[src/rtl/fetch_queue.sv]
// Instruction fetch front end: owns the PC, drives the instruction memory and
// buffers {pc, instr} pairs so fetch can run ahead while decode is stalled.
module fetch_queue #(
   parameter int          DEPTH    = 4,
   parameter logic [31:0] RESET_PC = 32'h0000_0000
) (
   input  logic                     clk,
   input  logic                     rst,
   input  logic                     flush,
   input  logic [31:0]              redirect_pc,
   input  logic                     consume,
   output logic [31:0]              im_addr,
   input  logic [31:0]              im_instr,
   output logic [31:0]              instr_out,
   output logic [31:0]              pc_out,
   output logic [31:0]              pc_plus4,
   output logic                     instr_valid,
   output logic [$clog2(DEPTH):0]   count,
   output logic                     full
);

   localparam int PW = $clog2(DEPTH);
   localparam int CW = PW + 1;
   localparam logic [CW-1:0] DEPTH_C = CW'(DEPTH);

   logic [31:0]   fetchPc;
   logic [31:0]   pcMem    [DEPTH];
   logic [31:0]   instrMem [DEPTH];
   logic [PW-1:0] rdPtr;
   logic [PW-1:0] wrPtr;
   logic [CW-1:0] occCount;
   logic          doPush;
   logic          doPop;

   assign full        = (occCount == DEPTH_C);
   assign instr_valid = (occCount != '0);
   assign doPop       = consume && instr_valid && !flush;
   // A pop in the same cycle frees the slot, so a full queue still accepts a push.
   assign doPush      = !flush && (!full || doPop);

   assign im_addr   = fetchPc;
   assign count     = occCount;
   assign instr_out = instr_valid ? instrMem[rdPtr] : 32'h0;
   assign pc_out    = instr_valid ? pcMem[rdPtr]    : 32'h0;
   assign pc_plus4  = pc_out + 32'd4;

   always_ff @(posedge clk or posedge rst) begin
      if (rst) begin
         fetchPc  <= RESET_PC;
         rdPtr    <= '0;
         wrPtr    <= '0;
         occCount <= '0;
      end else if (flush) begin
         fetchPc  <= redirect_pc;
         rdPtr    <= '0;
         wrPtr    <= '0;
         occCount <= '0;
      end else begin
         if (doPush) begin
            wrPtr   <= wrPtr + PW'(1);
            fetchPc <= fetchPc + 32'd4;
         end
         if (doPop) begin
            rdPtr <= rdPtr + PW'(1);
         end
         if (doPush && !doPop) begin
            occCount <= occCount + CW'(1);
         end else if (doPop && !doPush) begin
            occCount <= occCount - CW'(1);
         end
      end
   end

   // Storage carries no reset; occupancy alone decides what is valid.
   always_ff @(posedge clk) begin
      if (doPush) begin
         pcMem[wrPtr]    <= fetchPc;
         instrMem[wrPtr] <= im_instr;
      end
   end

endmodule

[config.mk]
export PLATFORM = sky130hd
export DESIGN_NAME = fetch_queue
export DESIGN_NICKNAME = d
export VERILOG_FILES = /design/src/rtl/fetch_queue.sv
export SDC_FILE = /design/constraint.sdc
export NUM_CORES = 1
export LEC_CHECK = 0
export ABC_AREA = 1
export CORE_UTILIZATION = 44
export DETAILED_ROUTE_END_ITERATION = 10
export MAX_ROUTING_LAYER = met4
export PLACE_DENSITY = 0.73
export SYNTH_ARGS = -nofsm -noshare
export SYNTH_HDL_FRONTEND = slang
export SYNTH_SLANG_ARGS = --single-unit
[constraint.sdc]
create_clock -name clk -period 4.97 [get_ports clk]
set_clock_uncertainty 0.2 [all_clocks]
set_input_delay 0.994 -clock clk [delete_from_list [all_inputs] [get_ports clk]]
set_output_delay 0.994 -clock clk [all_outputs]
set_load 0.02 [all_outputs]
Word-level counts from Yosys, hierarchy flattened --
Memories as Yosys holds them, arrays and structs flattened. Index checks and enable logic that the tools add are counted.
Cells by class: $add $sub $neg 6, multipliers 0, divide/modulo/power cells 0, $lt $le $gt $ge 0, eq/ne operators 1, shifts and indexed selects 0, muxes and demuxes 13, bitwise gates (word level) 0, reductions and logical operators 14
Operators by type and width (number):
- $mux W32 | 4
- $add A32 B3 Y32 const B | 2
- $mux W3 | 3
- $mux W2 | 4
- $reduce_bool A3 Y1 | 2
- $logic_and A1 B1 Y1 | 5
- $add A2 B1 Y2 const B | 2
- $logic_not A1 Y1 | 4
- $reduce_bool A2 Y1 | 2
- $add A3 B1 Y3 const B | 1
- $eq A3 B3 Y1 const B | 1
- $sub A3 B1 Y3 const B | 1
- $mux W1 | 2
- $logic_or A1 B1 Y1 | 1
Storage, ports and cells: register bits after elaboration 39, latch bits 0, RAM bits 256, memory bits (read-only) 0, input port bits 68, output and inout bits 133, word-level logic and storage cells 40, memories 2
Memories:
- instrMem | depth 4, bits a word 32, read ports 1, clocked after Yosys merged registers in 0, wr ports 1, line 28 | logic [31:0] instrMem [DEPTH];
- pcMem | depth 4, bits a word 32, read ports 1, clocked after Yosys merged registers in 0, wr ports 1, line 27 | logic [31:0] pcMem [DEPTH];

Logic depth before layout (Yosys ltp) --
depth in word-level cells 10, gate-level depth with buffers 15, depth with buffers taken out 15

Worst setup path before layout --
No wires, ideal clock.
path kind register -> output, start point register occCount[0] (netlist: count[0]), end point output port pc_plus4[16], arrival time 2755 ps, required time 3776 ps, slack 1021 ps, cell stages (with the launch flop) 14, path buffers 2, path through dfrtp_1 -> nor2_1 -> nand2_2 -> inv_2 -> buf_2 -> buf_2 -> a21oi_1 -> ha_1 -> nand3_1 -> nor2_4 -> nand2_2 -> nor2_4 -> nand2_1 -> xor2_1
Between the ends: word-level cells in the longest chain between the ends 3
RTL lines:
- start: declaration | line 31 | logic [CW-1:0] occCount;
- start signal: assignment | line 67 | occCount <= occCount + CW'(1);
- start signal: assignment | line 69 | occCount <= occCount - CW'(1);
- $reduce_bool A3 Y1 | line 36 | assign instr_valid = (occCount != '0);
- $mux W32 | line 44 | assign pc_out = instr_valid ? pcMem[rdPtr] : 32'h0;
- via pc_out[3] | line 15 | output logic [31:0] pc_out,
- $add A32 B3 Y32 | line 45 | assign pc_plus4 = pc_out + 32'd4;
- end: declaration | line 16 | output logic [31:0] pc_plus4,
The timed path passes the listed nets, and every way through them passes these cells.

Worst setup path in the final report --
start point register rdPtr[0], end point output port pc_plus4[17]
Between the ends: word-level cells in the longest chain between the ends 3
RTL lines:
- start: declaration | line 29 | logic [PW-1:0] rdPtr;
- start signal: assignment | line 64 | rdPtr <= rdPtr + PW'(1);
- $mem_v2 Z4 W32
- $mux W32 | line 44
- $add A32 B3 Y32 | line 45
No other way between the ends.

==> run summary <==
Setup TNS = 0 ns
Critical Path RT = 3.78 ns
Async SR Flop Fraction = 13.22%
DRC Markers = 0
Worst-margin pin slew = 0.6914 ns
Initial core utilization = 44.70%
Reg clk slew, reported paths = 0.06 ns
Pre-Repair DR Iteration Count = 7
Largest net degree at the start of global routing = 120
WS Path Type = reg -> out
Crit path DAT = 3.50 ns
Setup-failing EPs final = 0
Syn nets = 1508
Iteration-0 DRC count of the detailed router = 982
Placed instance count = 1993
Initial antenna violation count = 0
Mean Syn Cell Area = 9.818 um2
Fin Hold WS = 0.3595 ns
Detailed Place HPWL = 24820 um
CTS root buf = clkbuf_16
Layout cells sized above 1 = 9.854%
Placer Congestion = 0.9143
Max Clk Rate = 0.2132 GHz
Top_reg_cell synth = edfxtp_1
Clk buf depth = 3
Peak supply drop = 242.5 uV
Area Overhead vs Synth = 23.19%
Number of max-cap violations = 0
Vias per cell = 5.251
GRT Overall Usage = 23.27%
Startpoint type of the worst setup path = flop
WL final = 37230 um
Clock Power Share = 23.4%
Final Max Slew Viols = 0
Worst skew pair latency = 0.56 ns
Top Ports = 201
Gr ovfl total = 0
RSZ-0062 raised after global routing = no
Slew HR = 53.91%
Cell Int Power = 0.005808 W
Ant diodes = 0
Leakage = 6.660 nW
CTS H-tree lvls = 1
Core Region = 31470 um2
Share of power burned in registers = 35.2%
First-pass GRT wire length = 57460 um
Crit-path max FO = 46
TritonCTS Buffers = 29
Utilization after layout = 55.07%
Cell row count = 65
Hold-fix buffers at CTS = 0
DIE AREA = 32690 um2
Hold Path Class = reg -> reg
P_sw = 0.003646 W
Comb pwr share = 41.4%
PD cells = 545.5 nW/um2
Post-CTS Setup Bufs = 0
Most frequent cell after synthesis = nand2_1
Via count of the first global-routing pass = 10408
IO Port Bufs = 200
Switching Share = 38.56%
Min Tclk post-route = 4.691 ns
Sequential cell area fraction in the yosys report = 61.58%
Synth warn = 0
Post-synth EDFFs = 256
Final Non-Filler Cells = 2046
Leading cell types by count after synthesis = 338 x nand2_1, 256 x edfxtp_1, 227 x nor2_1, 96 x inv_1, 96 x o21ai_0
Final Cycle Share = 94.38%
CTS resizes = 0
Count of cell types in the netlist = 42
Post-synth top area share = 54.64%
Clk sinks = 295
Critical Path End Type = output pin
Overall die height = 180.8 um
Layout net count = 1697
Synthesis-stage register bit count = 295
DR vias = 10743
Hold Vio Cnt, Final = 0
Ranking of synthesized cells by area = edfxtp_1 55%, nand2_1 9.0%, dfrtp_1 6.9%, nor2_1 6.1%, o21ai_0 3.4%
Wire length per cell = 18.20 um
Die Span X = 180.8 um
Synthesized area = 14070 um2
Largest area contributor in the netlist = edfxtp_1
Status = complete, no violations
CTS tree = yes
Syn Inst Count = 1433
ANT nets after route = 0
sequential cells by signal, indices dropped and copies added, names as in the netlist:
signal / flops
im_addr: 32
wrPtr: 2
instrMem: 128
rdPtr: 2
count: 3
pcMem: 128
power by group through the flow:
stage               Clock, W  Sequential (W)  Combinational [W]
floorplan                  0         0.00336            0.00230
global placement           0         0.00336            0.00390
detailed placement         0         0.00338            0.00392
CTS                  0.00224         0.00332            0.00394
global route         0.00235         0.00336            0.00421
finish               0.00221         0.00333            0.00392
layout make-up:
class                           count  area, um2
Multi-Input combinational cell    965       4586
Sequential cell                   295       8668
Inverter                          109      414.1
Clock buffer                       35      778.2
Timing Repair Buffer              222       2187
Fill cell                        2653      14140
Clock inverter                     18      195.2
Tap cell                          402      503.0
worst max-delay path: stages (launching register included):
cell and delay (ns):
dfrtp_4 0.58, inv_6 0.17, buf_6 0.33, nand2_1 0.11
nand2_1 0.08, nand2_1 0.06, nand2_2 0.12, nand2_1 0.09
nor2_1 0.17, nand2_1 0.11, nor2_4 0.18, nand2_1 0.09
xor2_1 0.22, clkdlybuf4s50_1 0.64
metal layers:
layer	wire (um)	global-route usage, %	part of all wire (%)
met1	16120	30.40	43
met3	2364	3.568	6.3
met2	17990	37.71	48
met4	757	6.530	2.0
met5	0	-	0
metrics by stage:
stage / area [um2] / total power, W / worst slack, ns
final: 17330 / 0.009454 / 0.2793
after global routing: 17330 / 0.009917 / 0.02073
after CTS: 17320 / 0.009508 / 0.1561
after detailed placement: 16350 / 0.007297 / 0.7474
after global placement: 16350 / 0.007262 / 0.7575
after floorplan: 14070 / 0.005651 / 1.021
kinds of logic (layout without fill, tap and decap cells):
logic type,Yosys count,count (layout),synth area share [%]
AOI/OAI and AO/OA,168,168,6.368
xor gates and xnor gates,21,21,1.307
adders and majority gates,7,7,0.6759
buffers and inverters,173,384,5.843
DFF,295,295,61.58
and+or+nand+nor,769,769,24.23
final timing paths:
kind / start / to / slack [ns] / cells after the start
hold reg to reg: im_addr[0] / pcMem[1][0] / 0.36 / 0
setup / recovery: rdPtr[0] / pc_plus4[17] / 0.28 / 13
setup reg to reg: count[0] / pcMem[1][30] / 1.77 / 11
min in group asynchronous: rst / im_addr[28] / 0.67 / 3
max in group asynchronous: rst / rdPtr[0] / 3.47 / 3
hold / removal: im_addr[0] / pcMem[1][0] / 0.36 / 0
placed cells by master (no fill, tap or decap), drive strengths merged:
master	synthesis	routed
ha	6	6
a21oi	44	44
a22oi	6	6
inv	109	113
nand3	108	108
a211oi	3	3
a41oi	1	1
bufinv	0	3
a31o	1	1
dfrtp	39	39
clkinvlp	0	2
fa	1	1
nor4	3	3
clkdlybuf4s50	0	200
and3	2	2
or2	3	3
a32oi	1	1
clkinv	0	9
o22ai	6	6
buf	50	22
nand2	357	357
o21ai	99	99
nand3b	4	4
xor2	19	19
nand4	17	17
a31oi	3	3
xnor2	2	2
edfxtp	256	256
clkbuf	14	35
nor3	12	12
o211ai	4	4
nor2	263	263
(Power assumes the default switching activity.)
